<file path="src/rtl/pin_conditioner_if.sv">
`default_nettype none
// ============================================================================
// Module      : pin_conditioner_if
// Description : Pin-side and control bundle for pin_conditioner.
// Revision    : 1.0 - initial release
// ============================================================================
interface pin_conditioner_if #(
  parameter int WIDTH = 32
);
  logic [WIDTH-1:0] pins_i;
  logic [WIDTH-1:0] rise_en_i;
  logic [WIDTH-1:0] fall_en_i;
  logic [WIDTH-1:0] clear_i;
  logic [WIDTH-1:0] mask_i;
  logic [WIDTH-1:0] stable_o;
  logic [WIDTH-1:0] rise_o;
  logic [WIDTH-1:0] fall_o;
  logic [WIDTH-1:0] pending_o;
  logic             irq_o;

  modport master (
    output pins_i, rise_en_i, fall_en_i, clear_i, mask_i,
    input  stable_o, rise_o, fall_o, pending_o, irq_o
  );

  modport slave (
    input  pins_i, rise_en_i, fall_en_i, clear_i, mask_i,
    output stable_o, rise_o, fall_o, pending_o, irq_o
  );
endinterface
`default_nettype wire

</file>
<file path="src/rtl/pin_conditioner.sv">
`default_nettype none
// ============================================================================
// Module      : pin_conditioner
// Description : Synchronise, debounce and edge-detect raw pins; sticky
//               edge-pending flags with a maskable level interrupt.
// Revision    : 1.0 - initial release
// ============================================================================
module pin_conditioner #(
  parameter int WIDTH    = 32,
  parameter int DEBOUNCE = 16
) (
  input  wire logic          clk_i,
  input  wire logic          rst_ni,
  pin_conditioner_if.slave   bus
);

  localparam int             c_CW      = (DEBOUNCE <= 1) ? 1 : $clog2(DEBOUNCE);
  localparam logic [c_CW-1:0] c_CNT_MAX = c_CW'(DEBOUNCE - 1);

  logic [WIDTH-1:0] r_s1;
  logic [WIDTH-1:0] r_s2;
  logic [WIDTH-1:0] r_stable;
  logic [WIDTH-1:0] r_rise;
  logic [WIDTH-1:0] r_fall;
  logic [WIDTH-1:0] r_pending;
  logic [WIDTH-1:0] w_accept;
  logic [WIDTH-1:0] w_rise_next;
  logic [WIDTH-1:0] w_fall_next;
  logic [WIDTH-1:0] w_set;

  // Per-bit run-length counter of synchronised samples that disagree with stable.
  for (genvar gi = 0; gi < WIDTH; gi++) begin : g_bit
    logic [c_CW-1:0] r_cnt;

    always_ff @(posedge clk_i or negedge rst_ni) begin
      if (!rst_ni) begin
        r_cnt <= '0;
      end else if (r_s2[gi] == r_stable[gi]) begin
        r_cnt <= '0;
      end else if (r_cnt == c_CNT_MAX) begin
        r_cnt <= '0;
      end else begin
        r_cnt <= r_cnt + 1'b1;
      end
    end

    assign w_accept[gi] = (r_s2[gi] != r_stable[gi]) && (r_cnt == c_CNT_MAX);
  end : g_bit

  assign w_rise_next = w_accept &  r_s2 & ~r_stable;
  assign w_fall_next = w_accept & ~r_s2 &  r_stable;
  assign w_set       = (w_rise_next & bus.rise_en_i) | (w_fall_next & bus.fall_en_i);

  always_ff @(posedge clk_i or negedge rst_ni) begin
    if (!rst_ni) begin
      r_s1      <= '0;
      r_s2      <= '0;
      r_stable  <= '0;
      r_rise    <= '0;
      r_fall    <= '0;
      r_pending <= '0;
    end else begin
      r_s1      <= bus.pins_i;
      r_s2      <= r_s1;
      r_stable  <= (r_stable & ~w_accept) | (r_s2 & w_accept);
      r_rise    <= w_rise_next;
      r_fall    <= w_fall_next;
      // A set on the same edge as a clear wins.
      r_pending <= w_set | (r_pending & ~bus.clear_i);
    end
  end

  assign bus.stable_o  = r_stable;
  assign bus.rise_o    = r_rise;
  assign bus.fall_o    = r_fall;
  assign bus.pending_o = r_pending;
  assign bus.irq_o     = |(r_pending & bus.mask_i);

endmodule
`default_nettype wire

</file>
<file path="src/flat_wrapper.sv">
// flat-port wrapper written by rule: the top's interface ports become plain ports
module pin_conditioner_flat 
#(
  parameter int WIDTH    = 32,
  parameter int DEBOUNCE = 16
)
  (clk_i, rst_ni, bus_pins_i, bus_rise_en_i, bus_fall_en_i, bus_clear_i, bus_mask_i, bus_stable_o, bus_rise_o, bus_fall_o, bus_pending_o, bus_irq_o);
  pin_conditioner_if #(.WIDTH(WIDTH)) bus_i ();
  input  wire logic clk_i;
  input  wire logic rst_ni;
  input wire logic [$bits(bus_i.pins_i)-1:0] bus_pins_i;
  input wire logic [$bits(bus_i.rise_en_i)-1:0] bus_rise_en_i;
  input wire logic [$bits(bus_i.fall_en_i)-1:0] bus_fall_en_i;
  input wire logic [$bits(bus_i.clear_i)-1:0] bus_clear_i;
  input wire logic [$bits(bus_i.mask_i)-1:0] bus_mask_i;
  output wire logic [$bits(bus_i.stable_o)-1:0] bus_stable_o;
  output wire logic [$bits(bus_i.rise_o)-1:0] bus_rise_o;
  output wire logic [$bits(bus_i.fall_o)-1:0] bus_fall_o;
  output wire logic [$bits(bus_i.pending_o)-1:0] bus_pending_o;
  output wire logic [$bits(bus_i.irq_o)-1:0] bus_irq_o;
  assign bus_i.pins_i = bus_pins_i;
  assign bus_i.rise_en_i = bus_rise_en_i;
  assign bus_i.fall_en_i = bus_fall_en_i;
  assign bus_i.clear_i = bus_clear_i;
  assign bus_i.mask_i = bus_mask_i;
  assign bus_stable_o = bus_i.stable_o;
  assign bus_rise_o = bus_i.rise_o;
  assign bus_fall_o = bus_i.fall_o;
  assign bus_pending_o = bus_i.pending_o;
  assign bus_irq_o = bus_i.irq_o;
  pin_conditioner #(.WIDTH(WIDTH), .DEBOUNCE(DEBOUNCE)) u_core (.clk_i(clk_i), .rst_ni(rst_ni), .bus(bus_i));
endmodule
</file>
<file path="config.mk">
export PLATFORM = sky130hd
export DESIGN_NAME = pin_conditioner_flat
export DESIGN_NICKNAME = d
export VERILOG_FILES = /design/src/rtl/pin_conditioner_if.sv /design/src/rtl/pin_conditioner.sv /design/src/flat_wrapper.sv
export SDC_FILE = /design/constraint.sdc
export NUM_CORES = 1
export LEC_CHECK = 0
export CAP_MARGIN = 20
export CORE_MARGIN = 2
export CORE_UTILIZATION = 53
export DETAILED_ROUTE_END_ITERATION = 6
export GPL_TIMING_DRIVEN = 0
export PLACE_DENSITY = 0.92
export SLEW_MARGIN = 10
export SYNTH_ARGS = -nofsm -noshare
export SYNTH_HDL_FRONTEND = slang
export SYNTH_SLANG_ARGS = --single-unit
</file>
<file path="constraint.sdc">
create_clock -name clk_i -period 4.01 [get_ports clk_i]
set_clock_uncertainty 0.15 [all_clocks]
set_input_delay 1.203 -clock clk_i [delete_from_list [all_inputs] [get_ports clk_i]]
set_output_delay 1.203 -clock clk_i [all_outputs]
set_load 0.02 [all_outputs]
</file>
==> results <==
[routing by layer]
layer	track usage (%)	vias up
li1	-	4073
met1	25.9	4316
met2	40.3	267
met3	6.56	80
met4	8.82	0
met5	0	-
[critical path, cell delays in order]
cell             delay [ns]
clkdlybuf4s15_1        0.18
a22oi_2                0.27
nand4_1                0.24
or4_4                  0.56
buf_6                  0.15
[cells by family (layout without fill, tap and decap cells)]
| family | after synthesis | in the layout | share of synthesized area (%) |
|---|---|---|---|
| xor gates and xnor gates | 64 | 64 | 4.60 |
| and+or+nand+nor | 366 | 366 | 17.1 |
| buffers and inverters | 24 | 372 | 0.739 |
| adders and majority gates | 32 | 32 | 3.28 |
| AOI/OAI and AO/OA | 147 | 147 | 8.34 |
| other | 0 | 2 | 0 |
| muxes | 3 | 3 | 0.277 |
| DFF | 320 | 320 | 65.7 |
[Yosys cell counts, types with 29 or more instances]
cell and count:
dfrtp_1 320, nand2_1 87, nor2b_1 64, xnor2_1 64
nor3b_1 58, a21oi_1 48, a221o_1 32, ha_1 32
nand3_1 32, nor2_1 32, and3_1 29, nor3_1 29
[flip-flops by register name, summed over array words and instances, names as in the netlist, named ones only]
name and cells:
u_core.bus.fall_o 32, u_core.bus.rise_o 32, u_core.g_bit.r_cnt 128, u_core.r_s2 32
u_core.r_s1 32, u_core.bus.pending_o 32
[metrics by stage]
stage	setup TNS (ns)	util, %	std cells
3_3_place_gp	-3735.11	68.3	1531
6_report	0	73.7	1591
4_1_cts	0	73.6	1589
2_1_floorplan	0	-	956
3_5_place_dp	-0.748	68.5	1533
5_1_grt	0	73.7	1590
[report_power, final]
part | total [uW] | switching (uW) | internal (uW)
Sequential | 3450 | 111 | 3340
Clock | 3090 | 1190 | 1900
Combinational | 421 | 178 | 243
[worst paths after layout]
path                                                start                       end  slack (ns)  depth (start not counted)
worst min-delay path                       u_core.r_s1[7]            u_core.r_s2[7]        0.20                          0
worst max-delay path                        bus_mask_i[0]                 bus_irq_o        0.05                          5
worst min register to register             u_core.r_s1[7]            u_core.r_s2[7]        0.20                          0
min in group asynchronous                          rst_ni     u_core.bus.fall_o[14]        0.62                          1
max in group asynchronous                          rst_ni           u_core.r_s2[23]        2.09                          2
worst max register to register  u_core.g_bit[18].r_cnt[0]  u_core.bus.pending_o[18]        2.25                          4
[cell type report]
class | instances | area [um^2]
inverters | 24 | 90.1
well taps | 285 | 357
repair buffers | 292 | 2950
fillers | 1384 | 5960
diodes | 2 | 5.00
multi-input cells | 612 | 4160
flip-flops and latches | 320 | 8010
clock buffers | 51 | 1040
clock inverters | 5 | 78.8
[what timing repair did]
| action | 4_1_cts | 5_1_grt |
|---|---|---|
| cloned | 0 | 0 |
| gates resized for setup | 39 | 9 |
| setup endpoints to repair | 1 | 1 |
| pin swaps | 20 | 9 |
==> results.py <==
metrics = {
    "logic_synthesis": {
        "synth-edff-count": 0,
        "syn-mean-instance-area_um2": 12.8,
        "synthesized_area_um2": 12200,
        "yosysUniqueCellTypes": 24,
        "synth_top_flop_cell": "dfrtp_1",
        "yosysTopAreaCellShare_pct": 65.7,
        "synth-seq-area-share_pct": 65.7,
        "synth-seq-cells": 320,
        "yosys_warnings": 0,
        "synth-async-reset-ratio_pct": 100,
        "post-synth-top-area-cell": "dfrtp_1",
        "synth.area.top_cells": "dfrtp_1, xnor2_1, nor3b_1",
        "synth_net_count": 1150,
        "synthesis.instances": 956,
    },
    "setup_path": {
        "worst-path-max-fanout": 1,
        "worst_ep_required_time_ns": 2.66,
        "cp-end-kind": "output port",
        "critical_path_arrival_ns": 2.61,
        "critical_path_class": "input port to output port",
        "crit_path_start_kind": "input port",
    },
    "routing": {
        "route.final.wire_length_mm": 27.8,
        "highest-signal-layer": "met4",
        "drt-pass1-iter-count": 5,
        "total_via_count_in_the_routed_design": 8736,
        "dr_wl_met3_mm": 1.78,
        "drc": 0,
        "route.antenna.remaining_nets": 0,
        "detail_route_met2_wl_mm": 14.5,
        "met1_length_mm": 10.4,
        "drt_first_iter_violations": 440,
        "via_per_inst": 5.49,
        "route.detailed.wl_per_inst_um": 17.5,
    },
    "sta": {
        "finalSetupViolations": 0,
        "worst_slack_ns": 0.0469,
        "min_period_ns": 3.96,
        "hold_slack_ns": 0.196,
        "fmaxAchievable_mhz": 252,
        "worst_margin_pin_slew_ns": 0.850,
        "finalHoldViolCount": 0,
        "report.final.slew_viol_count": 0,
        "rsz0062_at_grt": "false",
        "fin_crit_sh_pct": 98.8,
        "maxSlewHeadroom_pct": 43.4,
    },
    "placed_design": {
        "place_area_um2": 15500,
        "placement.io_buffers": 290,
        "place.detailed.hpwl_mm": 19.1,
        "finalWeightedCongestion": 0.800,
        "dpl_worst_slack_ns": -0.748,
    },
    "cells_and_area": {
        "area_delta_synth_final_pct": 36.8,
        "final_common_cell": "dfrtp_1",
        "final_layout_size_suffix_gt1_share_pct": 5.90,
        "final_net_count": 1479,
        "finish.instance_area_um2": 16700,
        "mostFrequentLayoutCells": "dfrtp_1, clkdlybuf4s50_1, nand2_1",
    },
    "outcome": {
        "status": "finished, final reports clean",
    },
    "die": {
        "floorplan.die.width_um": 156,
        "num_rows": 55,
        "area_inside_the_core_boundary_um2": 22600,
        "die_height_um": 156,
        "initial_util_pct": 53.9,
        "fp.dieArea_um2": 24200,
        "ios": 291,
    },
    "clocking": {
        "cts-hold-fix-buffers": 0,
        "clockRootBuffer": "clkbuf_16",
        "cts.sinks": 320,
        "tritoncts": "done",
        "cts.clk_slew.worst_paths_ns": 0.05,
        "cts_htree_levels": 2,
        "cts_buffer_depth": 3,
        "clock_insertion_delay_worst_skew_ns": 0.49,
        "cts_buf_count": 35,
        "post_cts_buffers": 0,
    },
    "pwr": {
        "peakVddDrop_v": 0.000459,
        "power.density_cell_area_nw_per_um2": 418,
        "cellLeakagePower_uw": 0.00741,
        "report.power.total_uw": 6970,
    },
    "global_routing": {
        "vias_in_the_first_global_route": 9025,
        "grt_max_degree": 113,
        "grt_util_all_layers_pct": 22.7,
        "antenna_violations_before_repair": 2,
        "wire_length_of_the_first_global_routing_pass_mm": 43.8,
        "globalRoute.totalOverflow": 0,
    },
    "worst_hold_path": {
        "hold_path.class": "register to register",
    },
    "flow_run": {
        "timing.max_cap.violations": 0,
    },
}
Power figures use the tool's default switching activity.
